### src/rtl/in_port_buffer.sv
// Per-input-port packet buffer for the MAZE mesh router.
// Holds accepted packets with their [N,W,S,E,B] route vectors and presents the
// head entry to the output arbiters. Each pending direction clears when granted;
// the head retires once every requested direction has been served.
module in_port_buffer #(
  parameter int unsigned DEPTH  = 4,
  parameter int unsigned DATA_W = 32
) (
  input  logic                         clk,
  input  logic                         rst,
  input  logic                         in_valid,
  output logic                         in_ready,
  input  logic [DATA_W-1:0]            in_data,
  input  logic [4:0]                   in_route_req,
  output logic [4:0]                   out_req,
  output logic [DATA_W-1:0]            out_data,
  input  logic [4:0]                   out_grant,
  output logic [$clog2(DEPTH+1)-1:0]   occupancy,
  output logic                         drop_pulse
);

  localparam int unsigned PTR_W = $clog2(DEPTH);
  localparam int unsigned CNT_W = $clog2(DEPTH+1);

  logic [DATA_W-1:0] data_mem [DEPTH];
  logic [4:0]        pend_mem [DEPTH];

  logic [PTR_W-1:0]  wr_ptr;
  logic [PTR_W-1:0]  rd_ptr;
  logic [CNT_W-1:0]  count;

  logic              nonempty;
  logic              accept;
  logic              store;
  logic              drop;
  logic [4:0]        eff;
  logic [4:0]        remain;
  logic              pop;

  // Head presentation: a mux over stored registers, blanked while empty.
  assign nonempty  = (count != '0);
  assign out_req   = nonempty ? pend_mem[rd_ptr] : 5'b0;
  assign out_data  = nonempty ? data_mem[rd_ptr] : '0;
  assign occupancy = count;
  assign in_ready  = (count != CNT_W'(DEPTH));

  // Push classification: zero-route packets are accepted but never stored.
  assign accept = in_valid & in_ready;
  assign store  = accept & (|in_route_req);
  assign drop   = accept & ~(|in_route_req);

  // Serve: only grants on pending directions count; out_req is 0 when empty.
  assign eff    = out_grant & out_req;
  assign remain = out_req & ~eff;
  assign pop    = (eff != 5'b0) && (remain == 5'b0);

  // Entry storage; the head write and tail write never alias (full blocks push).
  always_ff @(posedge clk) begin
    if (eff != 5'b0) begin
      pend_mem[rd_ptr] <= remain;
    end
    if (store) begin
      data_mem[wr_ptr] <= in_data;
      pend_mem[wr_ptr] <= in_route_req;
    end
  end

  // Pointers, count and the drop pulse.
  always_ff @(posedge clk or posedge rst) begin
    if (rst) begin
      wr_ptr     <= '0;
      rd_ptr     <= '0;
      count      <= '0;
      drop_pulse <= 1'b0;
    end else begin
      drop_pulse <= drop;
      if (store) begin
        wr_ptr <= wr_ptr + PTR_W'(1);
      end
      if (pop) begin
        rd_ptr <= rd_ptr + PTR_W'(1);
      end
      case ({store, pop})
        2'b10:   count <= count + CNT_W'(1);
        2'b01:   count <= count - CNT_W'(1);
        default: count <= count;
      endcase
    end
  end

endmodule

### config.mk
export PLATFORM = sky130hd
export DESIGN_NAME = in_port_buffer
export DESIGN_NICKNAME = d
export VERILOG_FILES = /design/src/rtl/in_port_buffer.sv
export SDC_FILE = /design/constraint.sdc
export NUM_CORES = 1
export LEC_CHECK = 0
export BUFFER_PORTS_ARGS = -buffer_cell sky130_fd_sc_hd__buf_2
export CAP_MARGIN = 20
export CORE_ASPECT_RATIO = 1.5
export CORE_MARGIN = 10
export CORE_UTILIZATION = 52
export DETAILED_ROUTE_END_ITERATION = 7
export MAX_ROUTING_LAYER = met4
export PLACE_DENSITY = 0.78
export SYNTH_ARGS = -nofsm -noshare
export SYNTH_HDL_FRONTEND = slang
export SYNTH_SLANG_ARGS = --single-unit
### constraint.sdc
create_clock -name clk -period 2.7 [get_ports clk]
set_input_delay 0.54 -clock clk [delete_from_list [all_inputs] [get_ports clk]]
set_output_delay 0.54 -clock clk [all_outputs]
set_load 0.03 [all_outputs]
==> run summary <==
The number of antenna violations at the first check in global routing was 1; the switching part of the total power was 36.38%. The run gives 0.006494 mm^2 as the netlist area before placement. The largest net degree at the start of global routing came out at 34. Sorting the synthesized cells by area gives the leading types as sky130_fd_sc_hd__edfxtp_1 (68%), sky130_fd_sc_hd__mux4_2 (13%), sky130_fd_sc_hd__and2_1 (3.5%).

The clock passes through at most 2 buffers. The library cell with the largest summed area after synthesis is sky130_fd_sc_hd__edfxtp_1. The analysis attributes to net switching a power of 0.003910 W. The residual overflow from global routing came out at 0.

STA classifies the critical path endpoint as a primary output. The number of clock buffers added by TritonCTS is 17. Synthesis produced a netlist with a net count of 383.

Along the worst path, the maximum fanout reaches 15. The startpoint-to-endpoint class of the critical path is reg2out. The count of nets left with antenna violations once routing finished came out at 0. Of the cells placed in the final design, the portion with a size suffix greater than 1 is 47.25%. Setup repair after global routing could not meet its margin everywhere. In the final timing run, aggregate negative setup slack is 0 ns. For the hold-fix buffer count after cts, the log shows 0. The first TritonRoute pass finished after 4 iterations.

At the end of routability-driven placement, the weighted congestion stood at 0.8704. The top cell types in the final layout, fill and taps aside, are sky130_fd_sc_hd__edfxtp_1 (148), sky130_fd_sc_hd__buf_2 (86), sky130_fd_sc_hd__mux4_2 (37). Cell internal power was estimated by the tool at 0.006837 W. Detailed placement finished with a half-perimeter wire length of 8581 um.

The core region is 0.01214 mm^2. For the worst flop-to-flop path, the logic depth is 11. The count of boundary I/O pins was 87. The final layout contains 497 nets. Global routing consumed, over all layers together, 15.49% of the routing resources.

The clock net sink count was 156. The initial core utilization is 53.49%. The flow ran to the end, and the final reports show no timing, DRC or antenna violations.

The worst hold path belongs to the class in2async. The logs give 3721 for the via count of the first global-routing pass and 0 for the count of maximum capacitance violations. Yosys mapped a number of flops with a built-in enable equal to 148. The global-route wire length before repair came out at 20200 um. The transition at the pin with the smallest max-transition slack was 0.3851 ns; the arrival time of the worst setup path was 2.09 ns. Areal power density over the cells: 1354 mW/mm^2. The worst setup skew after layout came out at 0.01163 ns. Measured against its own limit, the worst slew margin works out to 74.30%.

The synthesized design devotes to its leading area cell type 68.44% of total area. For the number of hold-slack violations in the final timing report, the log shows 0. Summing all placed instances gives a cell area of 0.007242 mm^2. Counting flops with an async set or reset pin after synthesis yields a share of 5.128%.

The finished layout holds 609 standard cells, fillers aside. The standby leakage power is 2.953 nW, and the number of remaining DRC errors is 0. The tools report the total vias in the final route as 3311. The combinational cell fraction of total power was 45.0%; the standard-cell row count was 49. The clock-pin slew of the registers on the worst-case setup and hold paths works out to 0.07 ns. TritonCTS built the clock tree. Height of the chip: 156.9 um. The number of buffer cells added on primary ports is 86, and the number of max-slew violations in the final report is 0. Yosys printed 0 warnings. The die width was 111.2 um; the full die area was 0.01745 mm^2.

Final core area utilization: 65.38%. Element type at the critical path start: a flop. The clock network accounts for 21.6% of the total power. The post-route clock period utilization came out at 97.55%. After synthesis, flip-flops and latches occupy 71.52% of the total area. The count of H-tree levels built during CTS came out at 4. Data on the critical path is required at its endpoint by 2.16 ns. The number of instances in the synthesized netlist came out at 328.

The worst path in the final design needs a cycle of 2.634 ns, including I/O delays and setup. The initial detailed-routing violation count was 204. The design draws 0.01075 W. The tools report the total of endpoints with negative setup slack in the final report as 0. A synthesized cell averages 19.80 um^2. The register bit count reported by yosys was 156.

Leaving out fill and tap cells, the most frequent cell in the layout is sky130_fd_sc_hd__edfxtp_1. After detailed routing, the number of vias per cell comes to 5.437. The total wire length after detailed routing is 13070 um, and the maximum ir drop on the vdd rail is 0.0006552 V. The area growth from synthesis to layout was 22.22%. Per report_power, the sequential group accounts for 33.4% of the total. The highest clock rate was 379.7 MHz; the final non-filler cell area was 0.007936 mm^2. Dividing the detail-routed wire length by the instance count gives 21.46 um. Most used flip-flop cell after synthesis: sky130_fd_sc_hd__edfxtp_1. The clock latency on the worst-skew pair was 0.41 ns.

The netlist uses 33 different library cells. The cell sitting at the root of the clock tree is a sky130_fd_sc_hd__clkbuf_16. The run gives 570 as the number of cells in the design after placement.
synth_stat cells, types with 3 or more instances:
cell type / instances
sky130_fd_sc_hd__xnor2_1: 3
sky130_fd_sc_hd__edfxtp_1: 148
sky130_fd_sc_hd__buf_2: 4
sky130_fd_sc_hd__dfrtp_1: 8
sky130_fd_sc_hd__nor2_1: 3
sky130_fd_sc_hd__ha_1: 9
sky130_fd_sc_hd__mux2_2: 20
sky130_fd_sc_hd__mux4_2: 37
sky130_fd_sc_hd__and2_1: 36
sky130_fd_sc_hd__nor2b_1: 3
sky130_fd_sc_hd__a22o_1: 5
sky130_fd_sc_hd__nand2_1: 8
sky130_fd_sc_hd__clkbuf_1: 6
sky130_fd_sc_hd__inv_1: 13
area by class of cell:
type,instances,area [um^2]
inverters,15,56.30
multi-input cells,144,1759
fillers,858,4203
well taps,153,191.4
diodes,1,2.502
repair buffers,108,690.7
clock buffers,17,425.4
clock inverters,15,163.9
flip-flops and latches,156,4647
cells by family after synthesis:
group / Yosys count / synth area share [%]
compound gates: 9 / 1.676
xor+xnor: 5 / 0.6745
fa+ha+maj: 10 / 2.042
buf+inv: 28 / 1.811
flops: 156 / 71.52
mux: 59 / 16.69
simple gates: 61 / 5.588
per-stage QoR:
stage | hold slack (ns) | setup slack, ns
after global routing | 0.09838 | -0.03363
after CTS | 0.09135 | 0.003902
final | 0.09367 | 0.06620
after floorplan | 0.3557 | -0.04800
after detailed placement | 0.5020 | -0.08257
after global placement | 0.4791 | 0.008845
flip-flops by register name, indices dropped and copies added (netlist names):
signal	cells
data_mem	128
drop_pulse	1
occupancy	3
pend_mem	20
rd_ptr	2
wr_ptr	2
timing repair:
item	in CTS	in global routing
pin swaps	4	5
buffers inserted	4	1
cloned	0	1
setup endpoints to repair	29	2
gates resized for setup	7	3
worst paths after layout:
check | slack, ns | to | from
max | 0.07 | out_data[8] | rd_ptr[0]$_DFFE_PP0P_
min | 0.09 | occupancy[2]$_DFFE_PP0P_ | rst
max reg2reg | 0.09 | occupancy[2]$_DFFE_PP0P_ | rd_ptr[0]$_DFFE_PP0P_
min reg2reg | 0.51 | occupancy[2]$_DFFE_PP0P_ | occupancy[2]$_DFFE_PP0P_
max in group asynchronous | 2.30 | rd_ptr[0]$_DFFE_PP0P_ | rst
min in group clk | 0.34 | data_mem[3][24]$_DFFE_PP_ | in_data[24]
power by group through the flow:
stage               combinational, W  clock (W)  sequential (W)
floorplan                    0.00334          0         0.00361
global placement             0.00458          0         0.00361
detailed placement           0.00465          0         0.00365
CTS                          0.00480    0.00237         0.00360
global route                 0.00516    0.00248         0.00364
finish                       0.00483    0.00233         0.00359
worst max-delay path, stage by stage, from the launching register on:
cell,delay [ns]
sky130_fd_sc_hd__dfrtp_2,0.42
sky130_fd_sc_hd__buf_4,0.18
sky130_fd_sc_hd__buf_16,0.18
sky130_fd_sc_hd__mux4_2,0.53
sky130_fd_sc_hd__and2_1,0.18
sky130_fd_sc_hd__buf_2,0.18
routing by layer:
metal / global-route usage, % / up-vias / part of all wire (%) / wire, um
met3: 4.554 / 10 / 4.4 / 580
met1: 16.07 / 1685 / 37 / 4880
met5: - / - / 0 / 0
li1: - / 1527 / - / -
met4: 6.507 / 0 / 1.2 / 162
met2: 26.92 / 89 / 57 / 7444
Note: power is estimated with default switching activity, not from simulation.
